===== src/rtl/iob_wb_arbiter_pkg.sv =====
// Shared types and constants for the two-master IOb to Wishbone arbiter.
// State encoding, master indices, timeout counter width and the round-robin pick.
package iob_wb_arbiter_pkg;

    typedef enum logic {
        IDLE = 1'b0,
        BUSY = 1'b1
    } state_t;

    localparam logic M0 = 1'b0;
    localparam logic M1 = 1'b1;

    localparam int TMO_W = 16;

    // With both masters waiting the one served last yields; otherwise the lone requester wins.
    function automatic logic rr_pick(input logic [1:0] pend, input logic last);
        if (pend == 2'b11) begin
            return ~last;
        end
        return pend[1] ? M1 : M0;
    endfunction

endpackage


===== src/rtl/iob_wb_arbiter_if.sv =====
// Bundle of both IOb requester ports and the shared Wishbone master port.
// The arbiter uses the slave modport; requesters and the Wishbone slave sit on master.
interface iob_wb_arbiter_if #(
    parameter int ADDR_W = 32,
    parameter int DATA_W = 32
);
    import iob_wb_arbiter_pkg::*;

    localparam int STRB_W = DATA_W / 8;

    // IOb: valid is a one-cycle request pulse, ready a one-cycle completion pulse;
    // a master may not raise valid again until it has seen its ready.
    logic              m0_valid_i;
    logic [ADDR_W-1:0] m0_address_i;
    logic [DATA_W-1:0] m0_wdata_i;
    logic [STRB_W-1:0] m0_wstrb_i;
    logic [DATA_W-1:0] m0_rdata_o;
    logic              m0_ready_o;
    logic              m0_err_o;

    logic              m1_valid_i;
    logic [ADDR_W-1:0] m1_address_i;
    logic [DATA_W-1:0] m1_wdata_i;
    logic [STRB_W-1:0] m1_wstrb_i;
    logic [DATA_W-1:0] m1_rdata_o;
    logic              m1_ready_o;
    logic              m1_err_o;

    logic [ADDR_W-1:0] wb_addr_o;
    logic [DATA_W-1:0] wb_data_o;
    logic [STRB_W-1:0] wb_select_o;
    logic              wb_we_o;
    logic              wb_cyc_o;
    logic              wb_stb_o;
    logic              wb_ack_i;
    logic              wb_error_i;
    logic [DATA_W-1:0] wb_data_i;

    state_t            dbg_state;

    modport slave (
        input  m0_valid_i, m0_address_i, m0_wdata_i, m0_wstrb_i,
        output m0_rdata_o, m0_ready_o, m0_err_o,
        input  m1_valid_i, m1_address_i, m1_wdata_i, m1_wstrb_i,
        output m1_rdata_o, m1_ready_o, m1_err_o,
        output wb_addr_o, wb_data_o, wb_select_o, wb_we_o, wb_cyc_o, wb_stb_o,
        input  wb_ack_i, wb_error_i, wb_data_i,
        output dbg_state
    );

    modport master (
        output m0_valid_i, m0_address_i, m0_wdata_i, m0_wstrb_i,
        input  m0_rdata_o, m0_ready_o, m0_err_o,
        output m1_valid_i, m1_address_i, m1_wdata_i, m1_wstrb_i,
        input  m1_rdata_o, m1_ready_o, m1_err_o,
        input  wb_addr_o, wb_data_o, wb_select_o, wb_we_o, wb_cyc_o, wb_stb_o,
        output wb_ack_i, wb_error_i, wb_data_i,
        input  dbg_state
    );

endinterface


===== src/rtl/iob_wb_arbiter_port.sv =====
// Per-master request capture: pending flag, captured address/data/strobe and the
// registered ready/err/rdata completion outputs.
module iob_wb_arbiter_port #(
    parameter int ADDR_W = 32,
    parameter int DATA_W = 32
) (
    input  logic                clk,
    input  logic                arst,
    input  logic                valid,
    input  logic [ADDR_W-1:0]   address,
    input  logic [DATA_W-1:0]   wdata,
    input  logic [DATA_W/8-1:0] wstrb,
    input  logic                done,
    input  logic                fail,
    input  logic [DATA_W-1:0]   done_data,
    output logic                pending,
    output logic [ADDR_W-1:0]   req_addr,
    output logic [DATA_W-1:0]   req_wdata,
    output logic [DATA_W/8-1:0] req_wstrb,
    output logic                ready,
    output logic                err,
    output logic [DATA_W-1:0]   rdata
);

    always_ff @(posedge clk or posedge arst) begin
        if (arst) begin
            pending   <= 1'b0;
            req_addr  <= '0;
            req_wdata <= '0;
            req_wstrb <= '0;
            ready     <= 1'b0;
            err       <= 1'b0;
            rdata     <= '0;
        end else begin
            ready <= done;
            err   <= done & fail;
            // done only arrives while pending, so a new capture can never collide with it;
            // a valid seen while pending is a protocol violation and is dropped.
            if (done) begin
                pending <= 1'b0;
                rdata   <= fail ? '0 : done_data;
            end else if (valid && !pending) begin
                pending   <= 1'b1;
                req_addr  <= address;
                req_wdata <= wdata;
                req_wstrb <= wstrb;
            end
        end
    end

endmodule


===== src/rtl/iob_wb_arbiter.sv =====
// Round-robin arbiter running one Wishbone classic cycle at a time for two IOb masters.
// Optional hung-cycle timeout is enabled by defining IOB_WB_ARB_TIMEOUT_EN.
module iob_wb_arbiter
    import iob_wb_arbiter_pkg::*;
#(
    parameter int ADDR_W  = 32,
    parameter int DATA_W  = 32,
    parameter int TIMEOUT = 255
) (
    input logic              clk_i,
    input logic              arst_i,
    iob_wb_arbiter_if.slave  bus
);

    localparam int STRB_W = DATA_W / 8;

    if (TIMEOUT < 2 || TIMEOUT > 65535) begin : g_bad_timeout
        $error("iob_wb_arbiter: TIMEOUT must be within 2..65535");
    end

    state_t            state;
    logic              grant;
    logic              last;

    logic [1:0]        pend;
    logic [ADDR_W-1:0] addr0, addr1;
    logic [DATA_W-1:0] wdata0, wdata1;
    logic [STRB_W-1:0] wstrb0, wstrb1;

    logic              nxt;
    logic [ADDR_W-1:0] sel_addr;
    logic [DATA_W-1:0] sel_wdata;
    logic [STRB_W-1:0] sel_wstrb;
    logic              sel_write;

    logic              tmo_hit;
    logic              done;
    logic              fail;

    assign nxt       = rr_pick(pend, last);
    assign sel_addr  = (nxt == M1) ? addr1  : addr0;
    assign sel_wdata = (nxt == M1) ? wdata1 : wdata0;
    assign sel_wstrb = (nxt == M1) ? wstrb1 : wstrb0;
    assign sel_write = |sel_wstrb;

`ifdef IOB_WB_ARB_TIMEOUT_EN
    logic [TMO_W-1:0] tmo_cnt;

    // Counter value k means this is the (k+1)-th BUSY cycle, so the last allowed one is TIMEOUT-1.
    always_ff @(posedge clk_i or posedge arst_i) begin
        if (arst_i) begin
            tmo_cnt <= '0;
        end else if (state == IDLE) begin
            tmo_cnt <= '0;
        end else begin
            tmo_cnt <= tmo_cnt + 1'b1;
        end
    end

    assign tmo_hit = (state == BUSY) && (tmo_cnt == TMO_W'(TIMEOUT - 1));
`else
    assign tmo_hit = 1'b0;
`endif

    // Ack beats a simultaneous timeout; error beats a simultaneous ack.
    assign done = (state == BUSY) && (bus.wb_ack_i || bus.wb_error_i || tmo_hit);
    assign fail = bus.wb_error_i || (tmo_hit && !bus.wb_ack_i);

    always_ff @(posedge clk_i or posedge arst_i) begin
        if (arst_i) begin
            state           <= IDLE;
            grant           <= M0;
            last            <= M1;
            bus.wb_addr_o   <= '0;
            bus.wb_data_o   <= '0;
            bus.wb_select_o <= '0;
            bus.wb_we_o     <= 1'b0;
            bus.wb_cyc_o    <= 1'b0;
            bus.wb_stb_o    <= 1'b0;
        end else begin
            case (state)
                IDLE: begin
                    if (|pend) begin
                        state           <= BUSY;
                        grant           <= nxt;
                        bus.wb_addr_o   <= sel_addr;
                        bus.wb_data_o   <= sel_wdata;
                        bus.wb_select_o <= sel_write ? sel_wstrb : {STRB_W{1'b1}};
                        bus.wb_we_o     <= sel_write;
                        bus.wb_cyc_o    <= 1'b1;
                        bus.wb_stb_o    <= 1'b1;
                    end
                end
                BUSY: begin
                    if (done) begin
                        state           <= IDLE;
                        last            <= grant;
                        bus.wb_addr_o   <= '0;
                        bus.wb_data_o   <= '0;
                        bus.wb_select_o <= '0;
                        bus.wb_we_o     <= 1'b0;
                        bus.wb_cyc_o    <= 1'b0;
                        bus.wb_stb_o    <= 1'b0;
                    end
                end
                default: state <= IDLE;
            endcase
        end
    end

    assign bus.dbg_state = state;

    iob_wb_arbiter_port #(
        .ADDR_W (ADDR_W),
        .DATA_W (DATA_W)
    ) u_port0 (
        .clk       (clk_i),
        .arst      (arst_i),
        .valid     (bus.m0_valid_i),
        .address   (bus.m0_address_i),
        .wdata     (bus.m0_wdata_i),
        .wstrb     (bus.m0_wstrb_i),
        .done      (done && (grant == M0)),
        .fail      (fail),
        .done_data (bus.wb_data_i),
        .pending   (pend[0]),
        .req_addr  (addr0),
        .req_wdata (wdata0),
        .req_wstrb (wstrb0),
        .ready     (bus.m0_ready_o),
        .err       (bus.m0_err_o),
        .rdata     (bus.m0_rdata_o)
    );

    iob_wb_arbiter_port #(
        .ADDR_W (ADDR_W),
        .DATA_W (DATA_W)
    ) u_port1 (
        .clk       (clk_i),
        .arst      (arst_i),
        .valid     (bus.m1_valid_i),
        .address   (bus.m1_address_i),
        .wdata     (bus.m1_wdata_i),
        .wstrb     (bus.m1_wstrb_i),
        .done      (done && (grant == M1)),
        .fail      (fail),
        .done_data (bus.wb_data_i),
        .pending   (pend[1]),
        .req_addr  (addr1),
        .req_wdata (wdata1),
        .req_wstrb (wstrb1),
        .ready     (bus.m1_ready_o),
        .err       (bus.m1_err_o),
        .rdata     (bus.m1_rdata_o)
    );

endmodule

===== src/flat_wrapper.sv =====
// flat-port wrapper written by rule: the top's interface ports become plain ports
module iob_wb_arbiter_flat import iob_wb_arbiter_pkg::*;
#(
    parameter int ADDR_W  = 32,
    parameter int DATA_W  = 32,
    parameter int TIMEOUT = 255
)
  (clk_i, arst_i, bus_m0_valid_i, bus_m0_address_i, bus_m0_wdata_i, bus_m0_wstrb_i, bus_m0_rdata_o, bus_m0_ready_o, bus_m0_err_o, bus_m1_valid_i, bus_m1_address_i, bus_m1_wdata_i, bus_m1_wstrb_i, bus_m1_rdata_o, bus_m1_ready_o, bus_m1_err_o, bus_wb_addr_o, bus_wb_data_o, bus_wb_select_o, bus_wb_we_o, bus_wb_cyc_o, bus_wb_stb_o, bus_wb_ack_i, bus_wb_error_i, bus_wb_data_i, bus_dbg_state);
  iob_wb_arbiter_if #(.ADDR_W(ADDR_W), .DATA_W(DATA_W)) bus_i ();
  input logic clk_i;
  input logic arst_i;
  input wire logic [$bits(bus_i.m0_valid_i)-1:0] bus_m0_valid_i;
  input wire logic [$bits(bus_i.m0_address_i)-1:0] bus_m0_address_i;
  input wire logic [$bits(bus_i.m0_wdata_i)-1:0] bus_m0_wdata_i;
  input wire logic [$bits(bus_i.m0_wstrb_i)-1:0] bus_m0_wstrb_i;
  output wire logic [$bits(bus_i.m0_rdata_o)-1:0] bus_m0_rdata_o;
  output wire logic [$bits(bus_i.m0_ready_o)-1:0] bus_m0_ready_o;
  output wire logic [$bits(bus_i.m0_err_o)-1:0] bus_m0_err_o;
  input wire logic [$bits(bus_i.m1_valid_i)-1:0] bus_m1_valid_i;
  input wire logic [$bits(bus_i.m1_address_i)-1:0] bus_m1_address_i;
  input wire logic [$bits(bus_i.m1_wdata_i)-1:0] bus_m1_wdata_i;
  input wire logic [$bits(bus_i.m1_wstrb_i)-1:0] bus_m1_wstrb_i;
  output wire logic [$bits(bus_i.m1_rdata_o)-1:0] bus_m1_rdata_o;
  output wire logic [$bits(bus_i.m1_ready_o)-1:0] bus_m1_ready_o;
  output wire logic [$bits(bus_i.m1_err_o)-1:0] bus_m1_err_o;
  output wire logic [$bits(bus_i.wb_addr_o)-1:0] bus_wb_addr_o;
  output wire logic [$bits(bus_i.wb_data_o)-1:0] bus_wb_data_o;
  output wire logic [$bits(bus_i.wb_select_o)-1:0] bus_wb_select_o;
  output wire logic [$bits(bus_i.wb_we_o)-1:0] bus_wb_we_o;
  output wire logic [$bits(bus_i.wb_cyc_o)-1:0] bus_wb_cyc_o;
  output wire logic [$bits(bus_i.wb_stb_o)-1:0] bus_wb_stb_o;
  input wire logic [$bits(bus_i.wb_ack_i)-1:0] bus_wb_ack_i;
  input wire logic [$bits(bus_i.wb_error_i)-1:0] bus_wb_error_i;
  input wire logic [$bits(bus_i.wb_data_i)-1:0] bus_wb_data_i;
  output wire logic [$bits(bus_i.dbg_state)-1:0] bus_dbg_state;
  assign bus_i.m0_valid_i = bus_m0_valid_i;
  assign bus_i.m0_address_i = bus_m0_address_i;
  assign bus_i.m0_wdata_i = bus_m0_wdata_i;
  assign bus_i.m0_wstrb_i = bus_m0_wstrb_i;
  assign bus_m0_rdata_o = bus_i.m0_rdata_o;
  assign bus_m0_ready_o = bus_i.m0_ready_o;
  assign bus_m0_err_o = bus_i.m0_err_o;
  assign bus_i.m1_valid_i = bus_m1_valid_i;
  assign bus_i.m1_address_i = bus_m1_address_i;
  assign bus_i.m1_wdata_i = bus_m1_wdata_i;
  assign bus_i.m1_wstrb_i = bus_m1_wstrb_i;
  assign bus_m1_rdata_o = bus_i.m1_rdata_o;
  assign bus_m1_ready_o = bus_i.m1_ready_o;
  assign bus_m1_err_o = bus_i.m1_err_o;
  assign bus_wb_addr_o = bus_i.wb_addr_o;
  assign bus_wb_data_o = bus_i.wb_data_o;
  assign bus_wb_select_o = bus_i.wb_select_o;
  assign bus_wb_we_o = bus_i.wb_we_o;
  assign bus_wb_cyc_o = bus_i.wb_cyc_o;
  assign bus_wb_stb_o = bus_i.wb_stb_o;
  assign bus_i.wb_ack_i = bus_wb_ack_i;
  assign bus_i.wb_error_i = bus_wb_error_i;
  assign bus_i.wb_data_i = bus_wb_data_i;
  assign bus_dbg_state = bus_i.dbg_state;
  iob_wb_arbiter #(.ADDR_W(ADDR_W), .DATA_W(DATA_W), .TIMEOUT(TIMEOUT)) u_core (.clk_i(clk_i), .arst_i(arst_i), .bus(bus_i));
endmodule

===== config.mk =====
export PLATFORM = sky130hd
export DESIGN_NAME = iob_wb_arbiter_flat
export DESIGN_NICKNAME = d
export VERILOG_FILES = /design/src/rtl/iob_wb_arbiter_pkg.sv /design/src/rtl/iob_wb_arbiter_if.sv /design/src/rtl/iob_wb_arbiter_port.sv /design/src/rtl/iob_wb_arbiter.sv /design/src/flat_wrapper.sv
export SDC_FILE = /design/constraint.sdc
export NUM_CORES = 1
export LEC_CHECK = 0
export CAP_MARGIN = 30
export CORE_AREA = 2 2 151 226
export CTS_BUF_LIST = sky130_fd_sc_hd__clkbuf_16
export CTS_CLUSTER_DIAMETER = 80
export DETAILED_ROUTE_END_ITERATION = 12
export DIE_AREA = 0 0 153 228
export GPL_ROUTABILITY_DRIVEN = 0
export SYNTH_ARGS = -nofsm -noshare
export SYNTH_HDL_FRONTEND = slang
export SYNTH_SLANG_ARGS = --single-unit

===== constraint.sdc =====
create_clock -name clk_i -period 20.4 [get_ports clk_i]
set_input_delay 5.1 -clock clk_i [delete_from_list [all_inputs] [get_ports clk_i]]
set_output_delay 5.1 -clock clk_i [all_outputs]
set_load 0.02 [all_outputs]

# == Yosys cells after proc, flatten, opt, wreduce, memory -nomap -nowiden ==
# Cells that the tools add are included.
# classes
eq_ne,3
muxes,29
bitwise_logic,7
n_reduce_logical,17
# op_table
cell,n
32-bit two-way mux,6
32-bit one-hot mux with 2 select lines,2
4-bit two-way mux,4
1-bit two-way mux,13
2-bit AND reduction,5
4-bit one-hot mux with 2 select lines,1
1-bit one-hot mux with 2 select lines,3
1-bit logical AND,5
1-bit inverter,5
2-bit nonzero test,2
4-bit OR reduction,1
1-bit AND,2
2-bit == test (second input constant),1
1-bit zero test,2
2-bit by 1-bit != test with 1-bit output (second input constant),1
2-bit != test (second input constant),1
2-bit OR reduction,1
1-bit logical OR,1
# word_totals
ff_bits,279
output_inout_bits,140
wordCells,78

# == Longest topological paths before layout ==
# Gate-level depths: netlist (run 1).
# logic_depth
ltp_word,8
ltp_mapped,7
depth_no_buf,3

# == Cells and area by module ==
# A second synthesis (run 1) with hierarchy kept.
# hier_totals
hier_cells,845
area_unflattened_um2,11379.7
# by_module_without_submodules
module,instances,cells_per_inst,area_each_um2,seq_area_each_um2
iob_wb_arbiter_port,2,287,3976.3,2577.5
iob_wb_arbiter,1,271,3427.0,1828.0

# == Least setup slack after synthesis (run 1) ==
# OpenSTA, ideal clock, no wires.
# synth_timing
path_kind,in2reg
startpoint,input bus_wb_error_i
endpoint,register u_core.u_port1.req_wdata[0]
setup_time_ps,125
arrival_time_ps,6260
slack_ps,14015
stages,7
path_buffers,4
path_cell_list,buf_4 o211ai_2 and3b_1 buf_6 buf_6 buf_8 mux2_4
# synth_between
elab_chain_len,5
# synth_lines
element,line_no,rtl
start: declaration,flat_wrapper.sv:33,input wire logic [$bits(bus_i.wb_error_i)-1:0] bus_wb_error_i;
1-bit logical OR,iob_wb_arbiter.sv:66,assign done = (state == BUSY) && (bus.wb_ack_i || bus.wb_error_i || tmo_hit);
1-bit logical AND,iob_wb_arbiter.sv:66,
1-bit logical AND,iob_wb_arbiter.sv:145,".done (done && (grant == M1)),"
1-bit inverter (no line),-,
2-bit AND reduction (no line),-,
end signal: assignment,iob_wb_arbiter_port.sv:45,req_wdata <= wdata;
end: declaration,iob_wb_arbiter_port.sv:18,"output logic [DATA_W-1:0] req_wdata,"
# Every way passes these cells.
# A chain may end at the register's enable or synchronous reset.

# == Worst setup path in the final report (run 1) ==
# layout_timing
startpoint,input bus_wb_error_i
endpoint,register u_core.u_port1.req_wdata[30]
# The elaborated chain is that of the path after synthesis.

==> results of run 1 <==
## final timing paths
path | from | slack [ps] | to | cells past startpoint
hold reg to reg | u_core.u_port1.rdata[9] | 490 | u_core.u_port1.rdata[9] | 2
max in group asynchronous | arst_i | 13820 | u_core.u_port0.req_wstrb[3] | 3
hold / removal | u_core.u_port1.rdata[9] | 490 | u_core.u_port1.rdata[9] | 2
setup reg to reg | u_core.grant | 17700 | u_core.u_port1.req_wdata[30] | 4
setup / recovery | bus_wb_error_i | 13210 | u_core.u_port1.req_wdata[30] | 6
min in group asynchronous | arst_i | 5060 | u_core.bus.wb_data_o[29] | 2
## layer usage
layer  global-route usage, %  vias to the layer above  wire length [um]
li1                        -                     3401                 -
met1                    20.2                     3699             11700
met2                    30.4                      210             15900
met3                    3.63                       58              1530
met4                    7.09                        6               994
met5                       0                        -                41
## final cells by class
| type | instances | area share (%) |
|---|---|---|
| clock buffer | 29 | 4.60 |
| antenna | 3 | 0.0475 |
| timing repair buffer | 325 | 20.7 |
| sequential | 279 | 44.2 |
| inverter | 6 | 0.190 |
| multi-input combinational | 434 | 25.7 |
| tap | 420 | 3.33 |
| clock inverter | 24 | 1.15 |
## report_power, final
| part | switching [W] | internal (W) | total, W |
|---|---|---|---|
| clock network | 0.000217 | 0.000294 | 0.000511 |
| logic | 0.000488 | 0.000540 | 0.00103 |
| registers | 0.000156 | 0.000810 | 0.000965 |
| total | 0.000861 | 0.00164 | 0.00251 |
## cell families (layout without fill, tap and decap cells)
group           after synthesis  count (layout)  synth area share [%]
mux                         241             241                  23.8
simple gates                 78              78                  3.64
flops                       279             279                  61.4
other cells                   0               3                     0
compound gates              115             115                  7.88
buf+inv                      64             384                  3.29
## flip-flops by register name, summed over array words and instances, names as in the netlist, 4 cells and up
register / cells
u_core.bus.wb_addr_o: 32
u_core.bus.wb_data_o: 32
u_core.bus.wb_select_o: 4
u_core.u_port0.rdata: 32
u_core.u_port0.req_addr: 32
u_core.u_port0.req_wdata: 32
u_core.u_port0.req_wstrb: 4
u_core.u_port1.rdata: 32
u_core.u_port1.req_addr: 32
u_core.u_port1.req_wdata: 32
u_core.u_port1.req_wstrb: 4
## cell usage after synthesis, types with 4 or more instances
cell / n
buf_2: 20
nand2b_1: 12
nor3_1: 17
nor2b_1: 21
dfrtp_1: 278
o21ai_0: 25
buf_4: 15
nand2_1: 17
inv_1: 6
o2bb2ai_1: 65
nor2_1: 5
clkbuf_1: 17
mux2_4: 20
o32ai_1: 4
mux2i_1: 64
buf_6: 4
mux2_2: 157
o31ai_1: 12
## critical path, delay by kind of cell
family	cells	cell delay [ps]
buffers and inverters	3	1400
multiplexers	1	410
AND/OR/NAND/NOR	1	380
AO/OA/AOI/OAI	1	230
## through the flow
stage                     utilization (%)  hold WS [ps]
after floorplan                         -           454
after global placement               44.7           461
after detailed placement             44.9           473
after CTS                            47.6           490
after global routing                 47.7           499
final                                47.7           486
==> results.ini, run 1 <==
[outcome]
status = finished, final reports clean

[routing]
wl_per_cell_um = 19.9
route.vias.total = 7374
drt_wl_total_um = 30200
vias_per_cell = 4.85
drc = 0
drt_iter0_markers = 259
ant_nets = 0
dr.pass1.iters = 4

[power_and_ir_drop]
p_total_w = 0.00251
vdd_drop_max_mv = 0.0843
powerDensity_mw_per_mm2 = 159
p_leak_nw = 6.75

[global_route]
grt_first_pass_wirelength_um = 47200
grt_usage_pct = 17.2
grt-ovfl-total = 0
grt_max_degree = 184
grt_pass1_vias = 7906
antenna_found_initial = 6

[clock_network]
cts_tree = built
cts_hold_buf = 0
clock_latency_ps = 550
cts_buffers = 29
clk_pin_slew_ps = 60
postCtsSetupRepairBufs = 0
cts_resized = 0
cts_buffer_depth = 3
cts_root_buffer = clkbuf_16
htreeDepth = 1
cts_sinks = 279

[yosys]
synth.distinct_cells = 34
postSynthAreaPerCell_um2 = 14.6
syn_inst = 777
yosys_warnings = 0
netlist_area_mm2 = 0.0114
synth_edf_count = 0
synth_seq_cells = 279
synthTopCellsByArea = dfrtp_1 61%, mux2_2 16%, mux2i_1 5.6%
synth_nets = 951
async_reset_ff_share_pct = 100
yosysSeqAreaShare_pct = 61.4
synth_top_area_share_pct = 61.2
synth_flop_cell = dfrtp_1
yosys.area.top_type = dfrtp_1

[final_layout]
seq_area_mm2 = 0.00698
final_cell_mix = 313 x clkdlybuf4s50_1, 278 x dfrtp_1, 157 x mux2_2
fin_cells = 1520
layout.nets = 1249
multiInputGateArea_mm2 = 0.00406
fin_area_mm2 = 0.0158
synthToLayoutAreaGrowth_pct = 38.8
drive_above_1_share_pct = 21.9
fillers = 2970
final_common_cell = clkdlybuf4s50_1

[setup_path]
worst-path-max-fanout = 55
worst_setup_path_end_kind = flop
critPathMaxStageDelay_ps = 740
crit_chain = clkdlybuf4s50_1 -> buf_4 -> o211ai_4 -> and3b_4 -> buf_4 -> mux2_2
crit_required_ps = 20820
cp_slowest_cell = buf_4
cp-start-kind = primary input
path_class = in -> reg
critPathArrivalTime_ps = 7620
cpMostUsedCell = buf_4

[floorplan]
start_util_pct = 34.3
rows = 82
die_area_mm2 = 0.0349
die_width_um = 153
ios = 314
die_h_um = 228
core_area_mm2 = 0.0331

[placement]
placed_cell_area_mm2 = 0.0149
dpl_worst_slack_ps = 12610
dp_hpwl_um = 20300
placed_cells = 1464
port_buffers = 313

[sta]
rsz0062_at_grt = no
slew_viol_final = 0
tns_ps = 0
hold_viol_final = 0
fmax_mhz = 139
period_share_pct = 35.3
setup_viol = 0
layout_setup_ws_ps = 13210
relSlewSlack_pct = 30.1
finClkSkew_ps = 14.5
min_period_ps = 7190
max_slew.worst_pin.slew_ps = 1050

[hold_path]
hp-class = reg -> reg

[flow_run]
maxCapViolCount = 0

Note: power is estimated with default switching activity, not from simulation.
==> run 2, diff against run 1 <==
==> constraint.sdc (replaced) <==
create_clock -name clk_i -period 7.1 [get_ports clk_i]
set_input_delay 1.775 -clock clk_i [delete_from_list [all_inputs] [get_ports clk_i]]
set_output_delay 1.775 -clock clk_i [all_outputs]
set_load 0.02 [all_outputs]
==> results.ini, run 2 (synthesized netlist as in run 1, its figures left out) <==
[outcome]
status = finished, final reports clean

[final_layout]
final_cell_mix = 313 x clkdlybuf4s50_1, 278 x dfrtp_1, 157 x mux2_2
utilization_pct = 47.6  ; -0.053 points
layout.nets = 1250  ; +0.080%
fin_cells = 1519  ; -0.066%
final_common_cell = clkdlybuf4s50_1
drive_above_1_share_pct = 22.0  ; +0.16 points
synthToLayoutAreaGrowth_pct = 38.7

[setup_path]
cp-start-kind = primary input
crit_required_ps = 7520  ; -13,300 ps
worst_setup_path_end_kind = flop
worst-path-max-fanout = 38  ; -31%
reg2reg_slack_ps = 4270  ; -13,430 ps
critPathArrivalTime_ps = 4420  ; -3200 ps
path_class = in -> reg

[sta]
setup_viol = 0  ; unchanged
fmax_mhz = 251
slew_viol_final = 0  ; unchanged
relSlewSlack_pct = 36.7  ; +6.6 points
period_share_pct = 56.2
timing.hold.ws_ps = 480  ; -5.67 ps
max_slew.worst_pin.slew_ps = 950  ; -99.0 ps
min_period_ps = 3990
tns_ps = 0  ; unchanged
hold_viol_final = 0  ; unchanged
layout_setup_ws_ps = 3110  ; -10,100 ps
rsz0062_at_grt = no
finClkSkew_ps = 10.8  ; -3.75 ps

[routing]
dr.pass1.iters = 4  ; unchanged
drt_wl_total_um = 30100  ; -0.22%
vias_per_cell = 4.84  ; -0.25%
drt_iter0_markers = 271  ; +4.6%
wl_per_cell_um = 19.8  ; -0.15%
route.vias.total = 7351  ; -0.31%
ant_nets = 0  ; unchanged
drc = 0  ; unchanged

[placement]
dp_hpwl_um = 20100  ; -0.64%
placed_cells = 1466  ; +0.14%
port_buffers = 313  ; unchanged
dpl_worst_slack_ps = 2490  ; -10,110 ps

[clock_network]
clock_latency_ps = 540  ; about the same
cts_hold_buf = 0  ; unchanged
cts_buffers = 28  ; -3.4%
htreeDepth = 1  ; unchanged
cts_buffer_depth = 3  ; unchanged
cts_resized = 0  ; unchanged
clk_pin_slew_ps = 60  ; about the same
postCtsSetupRepairBufs = 0  ; unchanged
cts_sinks = 279  ; unchanged
cts_root_buffer = clkbuf_16
cts_tree = built

[global_route]
grt_max_degree = 152  ; -17%
grt_first_pass_wirelength_um = 47300  ; +0.12%
grt_usage_pct = 17.1  ; -0.050 points
antenna_found_initial = 1  ; -5
grt_pass1_vias = 7902  ; -0.051%
grt-ovfl-total = 0  ; unchanged

[floorplan]
die_h_um = 228  ; unchanged
die_width_um = 153  ; unchanged
ios = 314  ; unchanged
rows = 82  ; unchanged
die_area_mm2 = 0.0349  ; unchanged
core_area_mm2 = 0.0331  ; unchanged
start_util_pct = 34.3  ; unchanged

[flow_run]
maxCapViolCount = 0  ; unchanged

[power_and_ir_drop]
powerDensity_mw_per_mm2 = 454  ; +190%
p_leak_nw = 6.74  ; -0.21%
vdd_drop_max_mv = 0.258  ; +210%

[hold_path]
hp-class = reg -> reg

## run 2: cell types whose count changed in the layout (fill, tap and decap cells not counted)
| cell | delta |
|---|---|
| buf_4 | +1 |
| bufinv_16 | -1 |
| inv_8 | -1 |
| inv_1 | -2 |
| buf_12 | +2 |
| diode_2 | -2 |
| buf_16 | -1 |
| clkinv_2 | +1 |
| clkinv_1 | +1 |
| clkinvlp_4 | +1 |
## run 2: layout make-up
type                    instances  area [um2]
fillers                      2945       17400
flip-flops and latches        279        6980
multi-input cells             434        4060
repair buffers                327        3300
clock buffers                  29         726
well taps                     420         526
clock inverters                23         153
inverters                       6        26.3
diodes                          1        2.50
## run 2: metrics by stage
step / total power, W / area, um2
after floorplan: 0.00462 / 11400
after global placement: 0.00572 / 14800
after detailed placement: 0.00580 / 14900
after CTS: 0.00727 / 15800
after global routing: 0.00759 / 15800
final: 0.00715 / 15800
## run 2: worst paths after layout
check	start	end	depth (start not counted)
worst min-delay path	u_core.u_port1.rdata[31]	u_core.u_port1.rdata[31]	2
worst max-delay path	bus_wb_error_i	u_core.u_port1.req_wdata[27]	6
max in group asynchronous	arst_i	u_core.bus.wb_addr_o[7]	4
worst max register to register	u_core.grant	u_core.u_port1.req_wdata[27]	4
worst min register to register	u_core.u_port1.rdata[31]	u_core.u_port1.rdata[31]	2
min in group asynchronous	arst_i	u_core.u_port0.req_wdata[10]	3
## run 2: per-layer routing
metal  global-route usage, %  part of all wire, %  vias up
li1                        -                    -     3395
met1                    21.1                   40     3697
met2                    29.7                   51      218
met3                    3.86                  5.9       41
met4                    5.67                  2.6        0
met5                       0                    0        -
## run 2: power by group
group / total (W) / switching, W / internal [W]
Combinational: 0.00297 / 0.00141 / 0.00155
Sequential: 0.00276 / 0.000439 / 0.00233
Clock: 0.00142 / 0.000616 / 0.000808
Total: 0.00715 / 0.00247 / 0.00469
## run 2: critical path, stage by stage
cell	delay, ps
clkdlybuf4s50_1	400
buf_4	260
o211ai_4	220
and3b_4	750
buf_4	530
mux2_2	390
==> run 3, diff against run 2 <==
==> constraint.sdc (replaced) <==
create_clock -name clk_i -period 4.2 [get_ports clk_i]
set_input_delay 1.05 -clock clk_i [delete_from_list [all_inputs] [get_ports clk_i]]
set_output_delay 1.05 -clock clk_i [all_outputs]
set_load 0.02 [all_outputs]
==> results.ini, run 3 (synthesized netlist as in run 1, its figures left out) <==
[outcome]
status = finished, final reports clean

[power_and_ir_drop]
powerDensity_mw_per_mm2 = 784  ; +73%
p_leak_nw = 6.84  ; +1.4%
vdd_drop_max_mv = 0.366  ; +42%

[setup_path]
crit_required_ps = 3150  ; -4370 ps
critPathMaxStageDelay_ps = 700  ; -50 ps
path_class = reg -> out
critPathArrivalTime_ps = 1850  ; -2570 ps
cp-start-kind = flop
cp_slowest_cell = clkdlybuf4s50_1
crit_chain = clkdlybuf4s50_1
worst-path-max-fanout = 10  ; -74%
cp_top_family = buffers and inverters
crit_buf_inv = 1  ; -2
worst_setup_path_end_kind = output port

[clock_network]
cts_buffers = 28  ; unchanged
cts_resized = 0  ; unchanged
postCtsSetupRepairBufs = 0  ; unchanged
cts_hold_buf = 0  ; unchanged
cts_root_buffer = clkbuf_16
clk_pin_slew_ps = 70  ; about the same
htreeDepth = 1  ; unchanged
cts_sinks = 279  ; unchanged
clock_latency_ps = 550  ; about the same
cts_buffer_depth = 3  ; unchanged
cts_tree = built

[global_route]
grt_max_degree = 146  ; -3.9%
grt_usage_pct = 17.4  ; +0.23 points
grt_first_pass_wirelength_um = 47800  ; +1.1%
grt-ovfl-total = 0  ; unchanged
antenna_found_initial = 5  ; +4
grt_pass1_vias = 7977  ; +0.95%

[floorplan]
rows = 82  ; unchanged
die_area_mm2 = 0.0349  ; unchanged
core_area_mm2 = 0.0331  ; unchanged
die_width_um = 153  ; unchanged
die_h_um = 228  ; unchanged
ios = 314  ; unchanged
start_util_pct = 34.3  ; unchanged

[final_layout]
drive_above_1_share_pct = 22.6  ; +0.56 points
final_common_cell = clkdlybuf4s50_1
final_cell_mix = 313 x clkdlybuf4s50_1, 278 x dfrtp_1, 157 x mux2_2
multiInputGateArea_mm2 = 0.00406  ; unchanged
synthToLayoutAreaGrowth_pct = 40.7
layout.nets = 1254  ; +0.32%
fillers = 2912  ; -1.1%
seq_area_mm2 = 0.00698  ; unchanged

[routing]
dr.pass1.iters = 4  ; unchanged
vias_per_cell = 4.82  ; -0.31%
wl_per_cell_um = 19.8  ; -0.26%
route.vias.total = 7372  ; +0.29%
drc = 0  ; unchanged
ant_nets = 0  ; unchanged
drt_wl_total_um = 30200  ; +0.33%
drt_iter0_markers = 293  ; +8.1%

[sta]
layout_setup_ws_ps = 1300  ; -1810 ps
finClkSkew_ps = 11.1  ; +0.353 ps
relSlewSlack_pct = 37.8  ; +1.1 points
period_share_pct = 69.0
slew_viol_final = 0  ; unchanged
rsz0062_at_grt = no
hold_viol_final = 0  ; unchanged
max_slew.worst_pin.slew_ps = 933  ; -17.2 ps
setup_viol = 0  ; unchanged
fmax_mhz = 345
tns_ps = 0  ; unchanged
min_period_ps = 2900

[placement]
port_buffers = 313  ; unchanged
dpl_worst_slack_ps = 842  ; -1650 ps
dp_hpwl_um = 20400  ; +1.1%

[hold_path]
hp-class = reg -> reg

[flow_run]
maxCapViolCount = 0  ; unchanged

[run 3: final cells by class]
| type | instances | share of cell area, % |
|---|---|---|
| inverters | 6 | 0.164 |
| well taps | 420 | 3.28 |
| clock inverters | 23 | 1.94 |
| clock buffers | 29 | 4.53 |
| multi-input cells | 434 | 25.4 |
| repair buffers | 331 | 21.0 |
| diodes | 6 | 0.0938 |
| flip-flops and latches | 279 | 43.6 |
[run 3: stage by stage]
stage	hold WS, ps	util, %	instances	cell area [um2]	total power, W
6_report	482	48.3	1528	16000	0.0126
5_1_grt	503	48.3	1527	16000	0.0133
4_1_cts	488	48.2	1521	16000	0.0127
3_5_place_dp	473	45.0	1469	14900	0.00984
3_3_place_gp	465	45.0	1468	14900	0.00971
2_1_floorplan	454	-	777	11400	0.00781
[run 3: path summary, 6_finish.rpt]
check / cells past startpoint / start / endpoint / slack [ps]
worst min register to register: 2 / u_core.u_port1.rdata[9] / u_core.u_port1.rdata[9] / 480
worst max register to register: 5 / u_core.grant / u_core.u_port1.req_wdata[13] / 2020
min in group asynchronous: 3 / arst_i / u_core.u_port0.rdata[22] / 1030
worst min-delay path: 2 / u_core.u_port1.rdata[9] / u_core.u_port1.rdata[9] / 480
max in group asynchronous: 3 / arst_i / u_core.u_port0.rdata[17] / 2400
worst max-delay path: 1 / u_core.bus.dbg_state / bus_dbg_state / 1300
[run 3: metal layers]
metal  GRT usage, %  vias up  part of all wire (%)
met3           3.61       47                   5.6
met4           6.77        0                   3.0
li1               -     3417                     -
met2           29.6      216                    51
met5              0        -                     0
met1           21.5     3692                    40
[run 3: report_power, final]
part / leakage (nW) / internal, W / total (W) / switching, W
logic: 2.87 / 0.00267 / 0.00510 / 0.00243
clock network: 0.512 / 0.00174 / 0.00281 / 0.00107
registers: 3.45 / 0.00393 / 0.00463 / 0.000702
[run 3: worst register-to-register path, stage by stage (launching register included)]
cell and delay, ps:
dfrtp_1 450, buf_16 200, o211ai_4 100, and3b_4 610, buf_4 390, mux2_4 330
